$ cat src/rtl/interval_timer_if.sv
// Handshake bundle between the traffic-light controller, the parameter store
// and the interval timer. The timer is the slave; the controller/store side is the master.
interface interval_timer_if #(
  parameter int VALUE_W = 5,
  parameter int CNT_W   = 5
);
  logic               start;
  logic [1:0]         sel;
  logic               abort;
  logic               tick_en;
  logic [1:0]         interval;
  logic [VALUE_W-1:0] value;
  logic               busy;
  logic [CNT_W-1:0]   remaining;
  logic               expired;
  logic               err;

  modport master (
    output start, sel, abort, tick_en, value,
    input  interval, busy, remaining, expired, err
  );

  modport slave (
    input  start, sel, abort, tick_en, value,
    output interval, busy, remaining, expired, err
  );
endinterface

$ cat src/rtl/interval_timer.sv
// Requests an interval class from the parameter store, captures its length and
// counts it down on the time-unit strobe, flagging expiry with a one-cycle pulse.
module interval_timer #(
  parameter int VALUE_W = 5,
  parameter int CNT_W   = 5
) (
  input  logic             i_clk,
  input  logic             i_reset_n,
  interval_timer_if.slave  bus
);

  localparam logic [1:0] IDLE  = 2'd0;
  localparam logic [1:0] REQ   = 2'd1;
  localparam logic [1:0] COUNT = 2'd2;
  localparam logic [1:0] SEL_ILLEGAL = 2'b11;

  logic [1:0]       r_state;
  logic [1:0]       r_sel;
  logic [CNT_W-1:0] r_remaining;
  logic             r_busy;
  logic             r_expired;
  logic             r_err;

  logic             w_value_zero;
  logic             w_last_tick;

  assign w_value_zero = (bus.value == '0);
  assign w_last_tick  = bus.tick_en && (r_remaining <= CNT_W'(1));

  always_ff @(posedge i_clk or negedge i_reset_n) begin
    if (!i_reset_n) begin
      r_state     <= IDLE;
      r_sel       <= 2'b00;
      r_remaining <= '0;
      r_busy      <= 1'b0;
      r_expired   <= 1'b0;
      r_err       <= 1'b0;
    end else begin
      r_expired <= 1'b0;
      r_err     <= 1'b0;
      case (r_state)
        IDLE: begin
          // A start qualified by abort is dropped entirely, including the error pulse.
          if (bus.start && !bus.abort) begin
            if (bus.sel == SEL_ILLEGAL) begin
              r_err <= 1'b1;
            end else begin
              r_sel   <= bus.sel;
              r_state <= REQ;
              r_busy  <= 1'b1;
            end
          end
        end
        REQ: begin
          if (bus.abort) begin
            r_state     <= IDLE;
            r_remaining <= '0;
            r_busy      <= 1'b0;
          end else if (w_value_zero) begin
            r_state     <= IDLE;
            r_remaining <= '0;
            r_busy      <= 1'b0;
            r_expired   <= 1'b1;
          end else begin
            r_remaining <= CNT_W'(bus.value);
            r_state     <= COUNT;
          end
        end
        COUNT: begin
          if (bus.abort) begin
            r_state     <= IDLE;
            r_remaining <= '0;
            r_busy      <= 1'b0;
          end else if (w_last_tick) begin
            r_state     <= IDLE;
            r_remaining <= '0;
            r_busy      <= 1'b0;
            r_expired   <= 1'b1;
          end else if (bus.tick_en) begin
            r_remaining <= r_remaining - CNT_W'(1);
          end
        end
        default: begin
          r_state     <= IDLE;
          r_remaining <= '0;
          r_busy      <= 1'b0;
        end
      endcase
    end
  end

  assign bus.interval  = r_sel;
  assign bus.busy      = r_busy;
  assign bus.remaining = r_remaining;
  assign bus.expired   = r_expired;
  assign bus.err       = r_err;

endmodule

$ cat src/flat_wrapper.sv
// flat-port wrapper written by rule: the top's interface ports become plain ports
module interval_timer_flat 
#(
  parameter int VALUE_W = 5,
  parameter int CNT_W   = 5
)
  (i_clk, i_reset_n, bus_start, bus_sel, bus_abort, bus_tick_en, bus_value, bus_interval, bus_busy, bus_remaining, bus_expired, bus_err);
  interval_timer_if #(.VALUE_W(VALUE_W), .CNT_W(CNT_W)) bus_i ();
  input  logic i_clk;
  input  logic i_reset_n;
  input wire logic [$bits(bus_i.start)-1:0] bus_start;
  input wire logic [$bits(bus_i.sel)-1:0] bus_sel;
  input wire logic [$bits(bus_i.abort)-1:0] bus_abort;
  input wire logic [$bits(bus_i.tick_en)-1:0] bus_tick_en;
  input wire logic [$bits(bus_i.value)-1:0] bus_value;
  output wire logic [$bits(bus_i.interval)-1:0] bus_interval;
  output wire logic [$bits(bus_i.busy)-1:0] bus_busy;
  output wire logic [$bits(bus_i.remaining)-1:0] bus_remaining;
  output wire logic [$bits(bus_i.expired)-1:0] bus_expired;
  output wire logic [$bits(bus_i.err)-1:0] bus_err;
  assign bus_i.start = bus_start;
  assign bus_i.sel = bus_sel;
  assign bus_i.abort = bus_abort;
  assign bus_i.tick_en = bus_tick_en;
  assign bus_i.value = bus_value;
  assign bus_interval = bus_i.interval;
  assign bus_busy = bus_i.busy;
  assign bus_remaining = bus_i.remaining;
  assign bus_expired = bus_i.expired;
  assign bus_err = bus_i.err;
  interval_timer #(.VALUE_W(VALUE_W), .CNT_W(CNT_W)) u_core (.i_clk(i_clk), .i_reset_n(i_reset_n), .bus(bus_i));
endmodule
$ cat config.mk
export PLATFORM = sky130hd
export DESIGN_NAME = interval_timer_flat
export DESIGN_NICKNAME = d
export VERILOG_FILES = /design/src/rtl/interval_timer_if.sv /design/src/rtl/interval_timer.sv /design/src/flat_wrapper.sv
export SDC_FILE = /design/constraint.sdc
export NUM_CORES = 1
export LEC_CHECK = 0
export CAP_MARGIN = 0
export CORE_MARGIN = 4
export CORE_UTILIZATION = 48
export DETAILED_ROUTE_END_ITERATION = 8
export GPL_ROUTABILITY_DRIVEN = 0
export PLACE_DENSITY = 0.93
export RECOVER_POWER = 50
export SETUP_SLACK_MARGIN = 0.5
export SYNTH_ARGS = -nofsm -noshare
export SYNTH_HDL_FRONTEND = slang
export SYNTH_SLANG_ARGS = --single-unit
$ cat constraint.sdc
create_clock -name i_clk -period 3.88 [get_ports i_clk]
set_input_delay 0.776 -clock i_clk [delete_from_list [all_inputs] [get_ports i_clk]]
set_output_delay 0.776 -clock i_clk [all_outputs]
set_load 0.01 [all_outputs]
After elaboration in Yosys (flattened, before gate mapping)

Index checks and enable logic that the tools add are counted.

Memory bits (read-only): 0
Register bits: 12
Word-level logic and storage cells: 55
Latch bits: 0
Memories: 0
Input bits: 12
RAM bits: 0

Shift operators: 0
Divide/modulo/power cells: 0
Magnitude comparators: 1
Bitwise operators: 2
Equal/unequal tests: 8
Reduce and logical (&&, ||, !) cells: 9
Muxes and demuxes: 28
Add/sub/neg operators: 1
Multiply operators: 0

Operator list:

| cell                                                  | count |
|---|---|
| 2-to-1 mux 5 bit                                      | 5 |
| one-hot mux 5 bit (3 select lines)                    | 1 |
| 2-to-1 mux 1 bit                                      | 13 |
| 2-to-1 mux 2 bit                                      | 6 |
| inequality test 3 x 2 -> 1 bit, second input constant | 2 |
| one-hot mux 2 bit (3 select lines)                    | 1 |
| AND reduction 3 bit                                   | 2 |
| <= comparator 5 x 1 -> 1 bit, second input constant   | 1 |
| logical NOT 5 bit                                     | 1 |
| subtractor 5 x 1 -> 5 bit, second input constant      | 1 |
| equality test 2 bit, second input constant            | 2 |
| inequality test 4 x 3 -> 1 bit, second input constant | 1 |
| AND reduction 4 bit                                   | 1 |
| one-hot mux 1 bit (3 select lines)                    | 1 |
| equality test 2 x 1 -> 1 bit, second input constant   | 1 |
| logical AND 1 bit                                     | 2 |
| logical NOT 2 bit                                     | 1 |
| inequality test 2 x 1 -> 1 bit, second input constant | 1 |
| inequality test 2 bit, second input constant          | 1 |
| NOT 1 bit                                             | 2 |
| one-hot mux 1 bit (2 select lines)                    | 1 |
| AND reduction 2 bit                                   | 1 |
| logical NOT 1 bit                                     | 1 |

Longest topological paths before layout

Gate-level depths: netlist of run 1.

Depth after elaboration: 5
Gate-level depth with buffers: 6
Mapped depth without buffers: 6

Worst setup path after synthesis of run 1

No wires, ideal clock.

Path type: input-to-reg
Start point: input bus_value[0]
End point: register u_core.r_busy, in the netlist u_core.bus.busy
Data required time: 3801 ps
Data arrival time: 1861 ps
Setup slack: 1940 ps
Cell stages on the path: 4
Buffers on the path: 0
Cells stage by stage: or4_1 > o21ai_0 > nor3b_2 > a2bb2oi_1

Cells in the longest elaborated chain, start to end: 3

RTL lines:

| what                                            | line                 | source |
|---|---|---|
| from (decl)                                     | flat_wrapper.sv:15   | `input wire logic [$bits(bus_i.value)-1:0] bus_value;` |
| logical NOT 5 bit                               | interval_timer.sv:27 | `assign w_value_zero = (bus.value == '0);` |
| inequality test 3 x 2 -> 1 bit (no source line) | -                    |  |
| AND reduction 4 bit (no source line)            | -                    |  |
| to (signal assigned)                            | interval_timer.sv:35 | `r_busy <= 1'b0;` |
| to (signal assigned)                            | interval_timer.sv:50 | `r_busy <= 1'b1;` |
| to (signal assigned)                            | interval_timer.sv:58 | `r_busy <= 1'b0;` |
| to (decl)                                       | interval_timer.sv:20 | `logic r_busy;` |

Every way passes these cells.
A chain may end at the register's enable or synchronous reset.

Final worst setup path of run 1

Same ends and word-level chain as after synthesis.

==> impl_metrics.py, run 1 <==
metrics = {
    "logic_synthesis": {
        "synth.distinct_cells": 30,
        "synth_warnings": 0,
        "ys_ff_latch": 12,
        "syn_inst": 70,
        "synth_nets": 87,
        "synthArstFlopShare": 1.000,
        "syn-cell-area_sq_um": 715.7,
        "synth_ff_type": "dfrtp_1",
        "syn_avg_cell_area_sq_um": 10.22,
        "ys_seq_area_frac": 0.4196,
        "synth-edff-count": 0,
    },
    "layout": {
        "fin_nets": 113,
        "register_area_sq_um": 300.3,
        "n_fill_cell": 100,
        "syn2layout_area_growth_pct": 37.06,
        "final_layout_size_suffix_gt1_frac": 0.1053,
        "num_antenna_cells": 0,
        "multi_input_area_sq_um": 396.6,
    },
    "place": {
        "port_buffers": 21,
        "dp_hpwl_um": 1295,
        "post-place-ws_ns": 1.316,
    },
    "global_route": {
        "grt-ovfl-total": 0,
        "use_met2": 0.3462,
        "grt.total_usage": 0.1870,
        "grt_pass1_wl_um": 2829,
        "grt_max_degree": 13,
        "grt_antenna_before_repair": 0,
        "grt_pass1_vias": 666,
        "met1_usage": 0.2019,
        "top_usage_layer": "met2",
        "use_met3": 0.04297,
    },
    "cts": {
        "path_clk_slew_ns": 0.08,
        "post_cts_resized": 0,
        "clock_latency_ns": 0.27,
        "cts_max_path_buffers": 2,
        "cts_buffers": 3,
        "cts-root-buf": "clkbuf_4",
        "clock_sinks": 12,
        "htree_num_levels": 1,
        "cts_post_setup_buffers_inserted": 0,
        "tritoncts": "yes",
        "cts_hold_buf": 0,
    },
    "die": {
        "fp-row-count": 13,
        "num_io_pins": 22,
        "die_w_um": 46.62,
        "start_util": 0.5301,
        "die_h_um": 46.62,
        "core-area_sq_um": 1350,
        "die_area_sq_um": 2173,
    },
    "route": {
        "ant_nets": 0,
        "drc_errors": 0,
        "wl_per_cell_um": 14.91,
        "wl_um": 1640,
        "firstDrtPassIters": 4,
        "vias": 630,
        "vias_per_cell": 5.727,
        "drt-initial-drc-count": 7,
    },
    "timing": {
        "fmax_ghz": 0.4393,
        "setup_violations": 0,
        "fin_tns_setup_ns": 0,
        "timing.final.crit_share": 0.5867,
        "finalWorstSetupSlack_ns": 1.604,
        "min_period_ns": 2.276,
        "worstMarginPinSlew_ns": 0.5404,
        "rsz0062_at_grt": "false",
        "finClkSkew_ns": 0.006985,
        "drv_slew": 0,
        "maxSlewHeadroom": 0.6385,
        "hold_viol": 0,
    },
    "critical_path": {
        "required_ns": 4.08,
        "crit_path_end_kind": "flop",
        "start_kind": "primary input",
        "cp_max_fo": 3,
        "crit_arrival_ns": 2.48,
        "cp_top_family": "simple AND/OR/NAND/NOR gates",
        "cpMaxStageDelayCell": "or4_1",
        "crit_chain": "clkdlybuf4s50_1 > or4_1 > o21ai_0 > nor3b_2 > a2bb2oi_1",
        "crit_buf_inv": 1,
        "max_stage_delay_ns": 0.57,
        "critPathKind": "in -> reg",
    },
    "status": {
        "status": "complete, no violations",
    },
    "power_and_ir_drop": {
        "ir_drop_mv": 0.3195,
        "p_total_w": 0.0005330,
        "power_density_nw_per_um2": 543.3,
        "p_leak_nw": 0.4330,
    },
    "worst_hold_path": {
        "hold_class": "reg -> reg",
    },
    "flow_run": {
        "max_cap_violations": 0,
    },
}
==> state kept, by name, summed over array words and instances, names as in the netlist <==
signal	flops
u_core.bus.remaining	5
u_core.bus.interval	2
u_core.r_state	2
u_core.bus.busy	1
u_core.bus.err	1
u_core.bus.expired	1
==> power breakdown <==
| part | leakage, nW | total (W) | switching [W] | internal [W] |
|---|---|---|---|---|
| sequential | 0.160 | 0.000189 | 0.0000306 | 0.000158 |
| clock | 0.0210 | 0.000100 | 0.0000430 | 0.0000570 |
| combinational | 0.252 | 0.000244 | 0.000110 | 0.000135 |
==> kinds of logic after synthesis <==
family | Yosys count | share of synthesized area
AOI/OAI and AO/OA | 20 | 0.2081
xor gates and xnor gates | 2 | 0.02448
adders and majority gates | 5 | 0.08741
buffers and inverters | 5 | 0.02623
DFF | 12 | 0.4196
muxes | 1 | 0.01399
and+or+nand+nor | 25 | 0.2203
==> synthesized netlist by cell type (2+ instances only) <==
cell / count / area (sq um)
ha_1: 5 / 62.56
nand2b_1: 2 / 12.51
o21ai_0: 6 / 30.03
nor3b_1: 2 / 15.01
dfrtp_1: 12 / 300.3
nor2_1: 6 / 22.52
a22oi_1: 6 / 45.04
nand2_1: 4 / 15.01
o22a_1: 2 / 17.52
inv_1: 5 / 18.77
==> layout by cell type (no fill, tap or decap) <==
master            n
a21oi_1           1
a22oi_1           6
a2bb2oi_1         1
and2b_1           1
and2b_2           1
and3_1            1
and4_1            1
clkbuf_4          3
clkbuf_8          1
clkdlybuf4s50_1  17
dfrtp_1          12
dlygate4sd3_1     4
ha_1              5
inv_1             5
mux2i_1           1
nand2_1           4
nand2b_1          2
nand4b_1          1
nor2_1            6
nor2b_1           1
nor3_1            1
nor3b_1           2
nor3b_2           1
o21ai_0           6
o21ba_2           1
o21ba_4           1
o21bai_1          1
o22a_1            2
o311ai_1          1
or3_2             1
or4_1             1
or4b_4            1
xnor2_1           1
xor2_1            1
==> layout make-up <==
| cell class | count | area share |
|---|---|---|
| clock buffers | 4 | 0.03699 |
| inverters | 5 | 0.01913 |
| multi-input cells | 53 | 0.4043 |
| flip-flops and latches | 12 | 0.3061 |
| well taps | 15 | 0.01913 |
| repair buffers | 21 | 0.2143 |
==> path summary, 6_finish.rpt <==
path	end	depth (start not counted)	slack, ns	startpoint
worst max-delay path	u_core.bus.busy	5	1.60	bus_value[0]
worst max register to register	u_core.r_state[1]	4	2.19	u_core.bus.remaining[2]
worst min-delay path	u_core.bus.interval[1]	1	0.51	u_core.bus.interval[1]
min in group asynchronous	u_core.bus.remaining[2]	1	0.92	i_reset_n
worst min register to register	u_core.bus.interval[1]	1	0.51	u_core.bus.interval[1]
max in group asynchronous	u_core.bus.interval[0]	1	2.60	i_reset_n
==> per-layer routing <==
layer  wire length [um]  vias up  part of all wire
li1                   -      306                 -
met1                676      297              0.41
met2                829       23              0.51
met3                115        4             0.070
met4                 19        0             0.012
met5                  0        -                 0
==> stage by stage <==
stage,instances,util,cell area [sq um],hold WS [ns]
after global placement,106,0.6997,944.7,0.4765
after CTS,110,0.7266,980.9,0.5094
final,110,0.7266,980.9,0.5059
after global routing,110,0.7266,980.9,0.5473
after floorplan,70,-,715.7,0.4804
after detailed placement,106,0.6997,944.7,0.4908
==> worst reg2reg max path, cell delays in order, from the launching register on <==
cell	delay [ns]
dfrtp_1	0.45
or4b_4	0.55
o21ba_4	0.25
a21oi_1	0.16
mux2i_1	0.21
No activity file was read; power rests on OpenSTA's default activity.
==> run 2, diff against run 1 <==
--- a/config.mk
+++ b/config.mk
@@ -6,11 +6,12 @@
 export NUM_CORES = 1
 export LEC_CHECK = 0
 export CAP_MARGIN = 0
+export CORE_ASPECT_RATIO = 1.25
 export CORE_MARGIN = 4
-export CORE_UTILIZATION = 48
+export CORE_UTILIZATION = 44
 export DETAILED_ROUTE_END_ITERATION = 8
 export GPL_ROUTABILITY_DRIVEN = 0
-export PLACE_DENSITY = 0.93
+export PLACE_DENSITY = 0.87
 export RECOVER_POWER = 50
 export SETUP_SLACK_MARGIN = 0.5
 export SYNTH_ARGS = -nofsm -noshare
==> constraint.sdc (replaced) <==
create_clock -name i_clk -period 2.1 [get_ports i_clk]
set_input_delay 0.42 -clock i_clk [delete_from_list [all_inputs] [get_ports i_clk]]
set_output_delay 0.42 -clock i_clk [all_outputs]
set_load 0.01 [all_outputs]
==> impl_metrics.py, run 2 (synthesized netlist as in run 1, its figures left out) <==
metrics = {
    "status": {
        "status": "complete, no violations",
    },
    "power_and_ir_drop": {
        "p_total_w": 0.001042,
        "power_density_nw_per_um2": 938.1,
        "p_clk_frac": 0.135,
        "internal_power_w": 0.0006560,
        "p_leak_nw": 0.5201,
        "p_sw_frac": 0.3707,
        "ir_drop_mv": 0.6685,
        "switching_power_w": 0.0003864,
        "pwr-share-comb": 0.541,
        "power_frac_seq": 0.324,
    },
    "worst_hold_path": {
        "min_path_cells": 3,
        "hold_class": "in -> reg",
    },
    "place": {
        "placed_cell_area_sq_um": 967.2,
        "port_buffers": 21,
        "dp_hpwl_um": 1268,
        "dpl.cell_count": 111,
    },
    "route": {
        "wl_per_cell_um": 14.34,
        "wl_um": 1750,
        "ant_nets": 0,
        "drt-initial-drc-count": 7,
        "drc_errors": 0,
        "vias": 653,
        "vias_per_cell": 5.352,
        "firstDrtPassIters": 4,
    },
    "die": {
        "num_io_pins": 22,
        "start_util": 0.4583,
        "die_w_um": 44.07,
        "die_h_um": 53.09,
        "fp-row-count": 16,
        "core-area_sq_um": 1562,
        "die_area_sq_um": 2340,
    },
    "timing": {
        "worstMarginPinSlew_ns": 0.5308,
        "min_period_ns": 1.639,
        "drv_slew": 0,
        "timing.final.crit_share": 0.7807,
        "maxSlewHeadroom": 0.6450,
        "setup_violations": 0,
        "hold_viol": 0,
        "rsz0062_at_grt": "true",
        "finClkSkew_ns": 0.004021,
        "fmax_ghz": 0.6100,
    },
    "critical_path": {
        "required_ns": 2.26,
        "max_stage_delay_ns": 0.55,
        "cp_top_family": "simple AND/OR/NAND/NOR gates",
        "crit_chain": "or4b_4 > o21ba_4 > nand4b_1 > buf_6 > o21ai_2",
        "crit_buf_inv": 1,
        "crit_path_end_kind": "flop",
        "critPathKind": "reg -> reg",
        "crit_arrival_ns": 1.80,
        "cp_max_fo": 5,
        "rr_worst_depth": 5,
        "crit_cells": 5,
        "cpMaxStageDelayCell": "or4b_4",
        "start_kind": "flop",
    },
    "cts": {
        "clock_sinks": 12,
        "cts-root-buf": "clkbuf_4",
        "htree_num_levels": 1,
        "clock_latency_ns": 0.27,
        "cts_buffers": 3,
        "path_clk_slew_ns": 0.07,
        "cts_max_path_buffers": 2,
        "tritoncts": "yes",
    },
    "layout": {
        "final_layout_size_suffix_gt1_frac": 0.3462,
        "largest_reg_flops": 5,
        "num_antenna_cells": 0,
        "mostFrequentLayoutCells": "dlygate4sd2_1 (12), buf_4 (9), dfrtp_1 (9), nor2_1 (6), clkdlybuf4s50_1 (6)",
        "stdcell_count": 122,
        "design_area_sq_um": 1111,
        "layout_commonest_cell": "dlygate4sd2_1",
        "syn2layout_area_growth_pct": 55.25,
        "fin_nets": 123,
    },
    "global_route": {
        "grt-ovfl-total": 0,
        "grt_antenna_before_repair": 0,
        "grt.total_usage": 0.1649,
        "grt_pass1_wl_um": 2829,
        "grt_pass1_vias": 682,
        "grt_max_degree": 13,
    },
    "flow_run": {
        "max_cap_violations": 0,
    },
}
## run 2: cell types whose count changed in the layout (fill, tap and decap cells not counted), moves of 2 or more
cell and delta:
clkdlybuf4s50_1 -11, dlygate4sd3_1 -3, buf_4 +9, dfrtp_1 -3, a22oi_2 +2, dfrtp_2 +3
dlygate4sd2_1 +12, o21ai_2 +4, o21ai_0 -5, a22oi_1 -2
## run 2: repair_timing
item	in CTS	in global routing
hold endpoints to repair	0	0
setup endpoints to repair	16	9
resized for setup	21	19
pin swaps	6	8
hold buffers	0	0
buffers inserted	6	2
cloned	0	0
## run 2: layout make-up
class	count	area, sq um
multi-input cells	53	466.7
fillers	125	450.4
flip-flops and latches	12	304.0
repair buffers	31	276.5
clock buffers	3	22.52
well taps	18	22.52
inverters	5	18.77
## run 2: path summary, 6_finish.rpt
kind                                               from                 endpoint  slack (ns)
worst max-delay path            u_core.bus.remaining[2]  u_core.bus.remaining[3]        0.46
worst min-delay path                       bus_value[0]  u_core.bus.remaining[0]        0.43
worst max register to register  u_core.bus.remaining[2]  u_core.bus.remaining[3]        0.46
worst min register to register   u_core.bus.interval[0]   u_core.bus.interval[0]        0.49
max in group asynchronous                     i_reset_n  u_core.bus.remaining[2]        1.16
min in group asynchronous                     i_reset_n        u_core.r_state[0]        0.56
## run 2: worst min-delay path, delay by kind of cell
family	cells	cell delay, ns
buffers and inverters	1	0.11
AO/OA/AOI/OAI	2	0.14
## run 2: per-stage QoR
step | util | worst slack (ns) | setup TNS (ns) | hold WS [ns]
floorplan | - | 0.5160 | 0 | 0.1244
global placement | 0.6194 | 0.02009 | 0 | 0.4746
detailed placement | 0.6194 | -0.04129 | -0.04248 | 0.4868
CTS | 0.6635 | 0.4265 | 0 | 0.5006
global route | 0.7115 | 0.4214 | 0 | 0.4651
finish | 0.7115 | 0.4606 | 0 | 0.4260
## run 2: power by group through the flow
stage | clock network, W | registers [W] | logic (W)
global route | 0.000153 | 0.000346 | 0.000625
finish | 0.000141 | 0.000338 | 0.000564
global placement | 0 | 0.000346 | 0.000462
CTS | 0.000144 | 0.000336 | 0.000494
floorplan | 0 | 0.000364 | 0.000257
detailed placement | 0 | 0.000349 | 0.000469
## run 2: routing by layer
metal | routed length (um) | GRT usage
met2 | 974 | 0.2985
met5 | 0 | 0
met4 | 23 | 0.07538
met1 | 649 | 0.1816
met3 | 102 | 0.03061
==> run 3, diff against run 2 <==
==> constraint.sdc (replaced) <==
create_clock -name i_clk -period 1.6 [get_ports i_clk]
set_input_delay 0.32 -clock i_clk [delete_from_list [all_inputs] [get_ports i_clk]]
set_output_delay 0.32 -clock i_clk [all_outputs]
set_load 0.01 [all_outputs]
==> impl_metrics.py, run 3 (synthesized netlist as in run 1, its figures left out) <==
metrics = {
    "timing": {
        "timing.final.crit_share": 1.042,
        "fmax_ghz": 0.5996,
        "worstMarginPinSlew_ns": 0.3647,
        "finClkSkew_ns": 0.004312,
        "maxSlewHeadroom": 0.7569,
        "min_period_ns": 1.668,
        "drv_slew": 0,
        "finalWorstSetupSlack_ns": -0.06780,
        "setup_violations": 6,
        "rsz0062_at_grt": "true",
        "hold_viol": 0,
    },
    "layout": {
        "syn2layout_area_growth_pct": 70.11,
        "largest_reg_flops": 5,
        "final_layout_size_suffix_gt1_frac": 0.4870,
        "fin_nets": 133,
        "mostFrequentLayoutCells": "buf_4 (12), dfrtp_1 (12), buf_6 (11), dlygate4sd2_1 (6), buf_2 (6)",
        "num_antenna_cells": 0,
    },
    "critical_path": {
        "rr_worst_depth": 4,
        "critPathKind": "reg -> reg",
        "required_ns": 1.75,
        "crit_arrival_ns": 1.82,
        "cp_max_fo": 5,
        "start_kind": "flop",
        "crit_path_end_kind": "flop",
    },
    "global_route": {
        "grt_pass1_vias": 730,
        "grt_pass1_wl_um": 3132,
        "grt_max_degree": 8,
        "grt-ovfl-total": 0,
        "grt.total_usage": 0.1841,
        "grt_antenna_before_repair": 0,
    },
    "status": {
        "violations": "setup timing",
        "status": "finished with violations",
    },
    "cts": {
        "cts_buffers": 3,
        "htree_num_levels": 1,
        "tritoncts": "yes",
        "clock_sinks": 12,
        "cts-root-buf": "clkbuf_4",
        "path_clk_slew_ns": 0.08,
        "cts_max_path_buffers": 2,
        "clock_latency_ns": 0.28,
        "cts_hold_buf": 0,
    },
    "power_and_ir_drop": {
        "power_density_nw_per_um2": 1291,
        "p_leak_nw": 0.5739,
        "p_total_w": 0.001572,
        "ir_drop_mv": 0.8161,
    },
    "flow_run": {
        "max_cap_violations": 0,
    },
    "die": {
        "core-area_sq_um": 1562,
        "start_util": 0.4583,
        "fp-row-count": 16,
        "die_w_um": 44.07,
        "die_area_sq_um": 2340,
        "num_io_pins": 22,
        "die_h_um": 53.09,
    },
    "route": {
        "vias_per_cell": 5.233,
        "drc_errors": 0,
        "ant_nets": 0,
        "firstDrtPassIters": 4,
        "wl_um": 1946,
        "vias": 696,
        "drt-initial-drc-count": 5,
        "wl_per_cell_um": 14.63,
    },
    "worst_hold_path": {
        "hold_class": "in -> async",
    },
    "place": {
        "post-place-ws_ns": -0.3593,
        "port_buffers": 21,
        "dp_hpwl_um": 1407,
    },
}
run 3: cell count changes in the layout (fill, tap and decap cells not counted), moves of 4 or more:
cell           change
buf_2              +6
o21ai_2            -4
buf_6             +10
o21ai_1            +4
dlygate4sd2_1      -6
run 3: timing repair:
action | CTS | global route
pin swaps | 5 | 4
endpoints found under the setup margin | 22 | 21
endpoints found under the hold margin | 0 | 0
buffers inserted | 5 | 3
resized for setup | 71 | 12
run 3: layout make-up:
| cell class | instances | area, sq um |
|---|---|---|
| clock buffer | 4 | 36.28 |
| fill | 103 | 344.1 |
| inverter | 5 | 18.77 |
| tap | 18 | 22.52 |
| sequential | 12 | 300.3 |
| timing repair buffer | 41 | 350.3 |
| multi-input combinational | 53 | 489.2 |
run 3: path summary, 6_finish.rpt:
kind                                         startpoint                       to  slack [ns]
worst max register to register  u_core.bus.remaining[4]  u_core.bus.remaining[1]       -0.07
worst min-delay path                          i_reset_n   u_core.bus.interval[0]        0.36
worst max-delay path            u_core.bus.remaining[4]  u_core.bus.remaining[1]       -0.07
max in group asynchronous                     i_reset_n  u_core.bus.remaining[1]        0.64
min in group i_clk                            bus_abort       u_core.bus.expired        0.45
worst min register to register   u_core.bus.interval[0]   u_core.bus.interval[0]        0.52
run 3: through the flow:
stage / instance area [sq um] / util / hold WS (ns) / cells / TNS, ns
3_5_place_dp: 1042 / 0.6675 / 0.4827 / 121 / -2.851
2_1_floorplan: 719.4 / - / 0.02441 / 70 / 0
6_report: 1217 / 0.7796 / 0.3588 / 133 / -0.2859
4_1_cts: 1145 / 0.7332 / 0.2937 / 130 / -0.07369
3_3_place_gp: 1042 / 0.6675 / 0.4798 / 121 / -2.781
5_1_grt: 1217 / 0.7796 / 0.3652 / 133 / -0.6911
run 3: where the power goes:
group          switching, W  internal (W)
Combinational      0.000398      0.000490
Sequential        0.0000582      0.000383
Clock              0.000104      0.000139
run 3: critical path: stages (launching register included):
cell and delay, ns:
dfrtp_1 0.40, or4b_4 0.57, o21ba_4 0.24, nand4b_1 0.22, o21ai_1 0.12
run 3: routing by layer:
metal / wire [um] / GRT usage
met2: 1034 / 0.3325
met5: 0 / 0
met4: 56 / 0.09045
met1: 751 / 0.2071
met3: 103 / 0.02381
==> RTL edit 1 (settings of run 3) <==
Reset style: synchronous (`i_reset_n`), changed in one clocked block.
--- a/src/rtl/interval_timer.sv
+++ b/src/rtl/interval_timer.sv
@@ -27,7 +27,7 @@
   assign w_value_zero = (bus.value == '0);
   assign w_last_tick  = bus.tick_en && (r_remaining <= CNT_W'(1));
 
-  always_ff @(posedge i_clk or negedge i_reset_n) begin
+  always_ff @(posedge i_clk) begin
     if (!i_reset_n) begin
       r_state     <= IDLE;
       r_sel       <= 2'b00;
Function: differs if i_reset_n is asserted again (counterexample within 4 cycles, from zero or initial values and one cycle with i_reset_n low); with i_reset_n held inactive, the same outputs for 10 cycles.
==> RTL edit 1 against run 3 <==
  * Sequential cell count is the same
  * Cell area up 15%
  * Setup slack gained 0.071 ns
  * Wire length increased by 73%
  * Synthesized cell count is 20% higher
  * Highest routed layer unchanged
  * Synthesized area is 1.6% higher
  * Via count grew 35%
Power is not compared: it rests on default switching activity, and its combinational part moved more than twofold at a synthesized area within 25%.
==> RTL edit 1: results <==
export IMPL_status="completed"
export IMPL_crit_slowest_cell="dfxtp_4"
export IMPL_grt_pass1_wl_um=4422
export IMPL_leakagePower_uw=0.0005456
export IMPL_avgRoutedWirePerCell_um=22.85
export IMPL_synthCells=84
export IMPL_largest_reg_flops=5
export IMPL_grt_usage_pct=25.82
export IMPL_place_inst=126
export IMPL_critical_path_top_delay_family="compound AO/OA/AOI/OAI gates"
export IMPL_hold_class="input pin to register"
export IMPL_syn_nets=101
export IMPL_synth_area_leaders="dfxtp_1 (33%), ha_1 (8.6%), nand2_1 (4.6%)"
export IMPL_netlist_top_cells_count="dfxtp_1 (12), nand2_1 (9), inv_1 (8)"
export IMPL_clk_path_buf_depth=2
export IMPL_port_buffers=21
export IMPL_synth_cell_type_count=32
export IMPL_drive_gt1_share_pct=56.59
export IMPL_ir_drop_v=0.0004756
export IMPL_cts_buffers=3
export IMPL_yosys_warnings=0
export IMPL_first_iter_violations=45
export IMPL_r2r_start="u_core.bus.remaining[0]"
export IMPL_critPathLaunchType="register"
export IMPL_max_stage_delay_ns=0.37
export IMPL_post_place_ws_ns=-0.2250
export IMPL_place_hpwl_um=1523
export IMPL_ys_seq_area_share_pct=33.05
export IMPL_path_clk_slew_ns=0.09
export IMPL_firstDrtPassIters=4
export IMPL_r2r_setup_slack_ns=0.003
export IMPL_async_reset_ff_share_pct=0
export IMPL_cp_arrival_ns=1.78
export IMPL_grt_max_degree=9
export IMPL_power_switching_uw=203.3
export IMPL_hold_path_depth=3
export IMPL_antenna_found_initial=0
export IMPL_clk_latency_ns=0.27
export IMPL_holdPathEnd="u_core.bus.err"
export IMPL_nFillCells=65
export IMPL_cts_htree_levels=1
export IMPL_via_per_inst=6.415
export IMPL_cp_endpoint="u_core.bus.remaining[2]"
export IMPL_rr_worst_depth=6
export IMPL_routed_wl_um=3359
export IMPL_timing_fmax_ghz=0.6264
export IMPL_grt_pass1_vias=974
export IMPL_skew_ns=0.01073
export IMPL_final_nets=147
export IMPL_tightest_slew_ns=0.4006
export IMPL_hold_slack_ns=0.3151
export IMPL_postPlaceCellArea_mm2=0.001051
==> RTL edit 1: changes by cell type in the layout (fill, tap and decap cells not counted), sizes merged, moves of 3 or more <==
cell	run 3	this run
dfxtp	0	12
a31oi	0	3
clkbuf	5	10
dfrtp	12	0
a22oi	6	2
buf	29	25
o21ai	6	2
o22ai	0	3
o211ai	0	3
nand2	4	9
inv	5	8
a21oi	1	5
nand3	0	3
==> RTL edit 1: what timing repair did <==
item,CTS,global route
setup endpoints to repair,21,17
pin swaps,14,11
setup buffers,12,4
gates resized for setup,71,36
gates cloned,1,0
==> RTL edit 1: cells by family (layout without fill, tap and decap cells) <==
| group | after synthesis | count (layout) | synth area share, % |
|---|---|---|---|
| AOI/OAI and AO/OA | 24 | 25 | 24.78 |
| adders and majority gates | 5 | 5 | 8.606 |
| buffers and inverters | 9 | 53 | 4.647 |
| DFF | 12 | 12 | 33.05 |
| muxes | 3 | 3 | 4.131 |
| and+or+nand+nor | 31 | 31 | 24.78 |
==> RTL edit 1: power groups by stage <==
stage	clock network, uW	logic (uW)	registers, uW
3_5_place_dp	0	123	314
4_1_cts	251	137	303
3_3_place_gp	0	120	313
6_report	245	179	306
5_1_grt	254	187	307
2_1_floorplan	0	58.7	315
==> RTL edit 1: cell type report <==
type	count	area [um2]	area share, %
clock buffer	4	36.28	2.601
tap	18	22.52	1.614
timing repair buffer	41	359.1	25.74
inverter	8	37.54	2.691
multi-input combinational	64	680.7	48.79
sequential	12	259.0	18.56
==> RTL edit 1: metal layers <==
metal,up-vias,share of wire [%],GRT usage [%]
met5,-,0,0
met4,0,5.8,18.09
met3,20,7.7,4.762
met2,81,48,47.33
met1,439,39,25.35
li1,403,-,-
==> RTL edit 2 (settings of run 3) <==
Made on the original files. `VALUE_W` is set to 5 in 3 places; all go to 10.
--- a/src/rtl/interval_timer_if.sv
+++ b/src/rtl/interval_timer_if.sv
@@ -1,7 +1,7 @@
 // Handshake bundle between the traffic-light controller, the parameter store
 // and the interval timer. The timer is the slave; the controller/store side is the master.
 interface interval_timer_if #(
-  parameter int VALUE_W = 5,
+  parameter int VALUE_W = 10,
   parameter int CNT_W   = 5
 );
   logic               start;
--- a/src/rtl/interval_timer.sv
+++ b/src/rtl/interval_timer.sv
@@ -1,7 +1,7 @@
 // Requests an interval class from the parameter store, captures its length and
 // counts it down on the time-unit strobe, flagging expiry with a one-cycle pulse.
 module interval_timer #(
-  parameter int VALUE_W = 5,
+  parameter int VALUE_W = 10,
   parameter int CNT_W   = 5
 ) (
   input  logic             i_clk,
--- a/src/flat_wrapper.sv
+++ b/src/flat_wrapper.sv
@@ -1,7 +1,7 @@
 // flat-port wrapper written by rule: the top's interface ports become plain ports
 module interval_timer_flat 
 #(
-  parameter int VALUE_W = 5,
+  parameter int VALUE_W = 10,
   parameter int CNT_W   = 5
 )
   (i_clk, i_reset_n, bus_start, bus_sel, bus_abort, bus_tick_en, bus_value, bus_interval, bus_busy, bus_remaining, bus_expired, bus_err);
Interface: changed (resized bus_value); port bits go from 22 to 27. The function was not compared with the original's and may differ.
==> RTL edit 2 against run 3 <==
  * Power grew 34%
  * Sequential cell count is the same
  * Critical path type unchanged
  * Worst hold slack gained 0.14 ns
  * Synthesized area grew 2.6%
  * Wire length grew 60%
  * Clock power grew 9.5%
  * Largest cell class unchanged
  * Highest routed layer unchanged
  * Setup slack gained 0.11 ns
  * Cell area grew 12%
  * Core utilization grew 8.0 points
==> RTL edit 2: results <==
export IMPL_status="completed"
export IMPL_yosys_warnings=0
export IMPL_crit_slowest_cell="dfrtp_1"
export IMPL_r2r_setup_slack_ns=0.04
export IMPL_avgRoutedWirePerCell_um=21.28
export IMPL_cp_endpoint="u_core.bus.busy"
export IMPL_place_hpwl_um=1610
export IMPL_r2r_end="u_core.bus.busy"
export IMPL_synth_top_area_share_pct=40.89
export IMPL_holdPathEnd="u_core.bus.interval[0]"
export IMPL_gr_usage_met3_pct=4.348
export IMPL_cp_arrival_ns=1.74
export IMPL_nFillCells=74
export IMPL_grt_max_degree=13
export IMPL_grt_pass1_vias=890
export IMPL_ys_seq_area_share_pct=40.89
export IMPL_grt_usage_pct=23.51
export IMPL_crit_fanout=3
export IMPL_wl_met1_um=1140
export IMPL_path_clk_slew_ns=0.08
export IMPL_synthCells=77
export IMPL_relSlewSlack_pct=53.64
export IMPL_grtUsageMet1_pct=24.69
export IMPL_synth_cell_type_count=28
export IMPL_clk_latency_ns=0.30
export IMPL_hold_slack_ns=0.4993
export IMPL_port_buffers=26
export IMPL_wl_met3_um=193
export IMPL_skew_ns=0.005356
export IMPL_max_stage_delay_ns=0.39
export IMPL_routed_wl_um=3107
export IMPL_syn_nets=99
export IMPL_hold_class="register to register"
export IMPL_grt_use_met2_pct=41.87
export IMPL_netlist_top_cells_count="dfrtp_1 (12), inv_1 (11), ha_1 (5), nand2_1 (5), nor2_1 (5)"
export IMPL_grt_pass1_wl_um=3960
export IMPL_clk_path_buf_depth=2
export IMPL_synth_area_leaders="dfrtp_1 (41%), ha_1 (8.5%), inv_1 (5.6%)"
export IMPL_cp_startpoint="u_core.r_state[1]"
export IMPL_place_inst=129
export IMPL_leakagePower_uw=0.0005658
export IMPL_ir_drop_v=0.001128
export IMPL_wl_met2_um=1632
export IMPL_drive_gt1_share_pct=46.09
export IMPL_final_nets=151
export IMPL_via_per_inst=6.164
export IMPL_rr_worst_depth=6
export IMPL_critical_path_top_delay_family="compound AO/OA/AOI/OAI gates"
export IMPL_first_iter_violations=24
==> RTL edit 2: cell count changes after synthesis, sizes merged, moves of 3 or more <==
| cell | change |
|---|---|
| o22ai | +3 |
| a31oi | +4 |
| o21ai | -3 |
| nor3b | -3 |
| a22oi | -3 |
| inv | +6 |
| nor4 | +3 |
==> RTL edit 2: report_power, final <==
part / total [uW] / switching [uW] / internal (uW)
registers: 450 / 58.4 / 392
logic: 1400 / 700 / 697
clock network: 265 / 126 / 139
==> RTL edit 2: what timing repair did <==
action	4_1_cts	5_1_grt
setup endpoints to repair	21	22
hold buffers	0	0
pin swaps	3	5
gates resized for setup	44	23
setup buffers	9	4
==> RTL edit 2: layout make-up <==
| cell class | instances | share of cell area [%] |
|---|---|---|
| Clock buffer | 4 | 2.670 |
| Inverter | 11 | 3.039 |
| Multi-Input combinational cell | 53 | 40.52 |
| Sequential cell | 12 | 22.28 |
| Tap cell | 18 | 1.657 |
| Timing Repair Buffer | 48 | 29.83 |
==> RTL edit 2: per-stage QoR <==
| step | setup TNS (ns) | power (uW) | cell area (um2) | setup slack (ns) |
|---|---|---|---|---|
| 2_1_floorplan | 0 | 1010 | 780.7 | 0.1488 |
| 3_3_place_gp | -0.8482 | 1333 | 1120 | -0.1918 |
| 3_5_place_dp | -0.8444 | 1374 | 1120 | -0.1719 |
| 4_1_cts | 0 | 1757 | 1250 | 0.1104 |
| 5_1_grt | 0 | 2215 | 1359 | 0.0007868 |
| 6_report | 0 | 2113 | 1359 | 0.03969 |
==> RTL edit 2: cell families (layout without fill, tap and decap cells) <==
logic type	after synthesis	in the layout	synth area share, %
simple gates	22	22	17.21
mux	1	1	1.533
buf+inv	12	63	7.155
flops	12	12	40.89
compound gates	25	25	24.70
fa+ha+maj	5	5	8.518
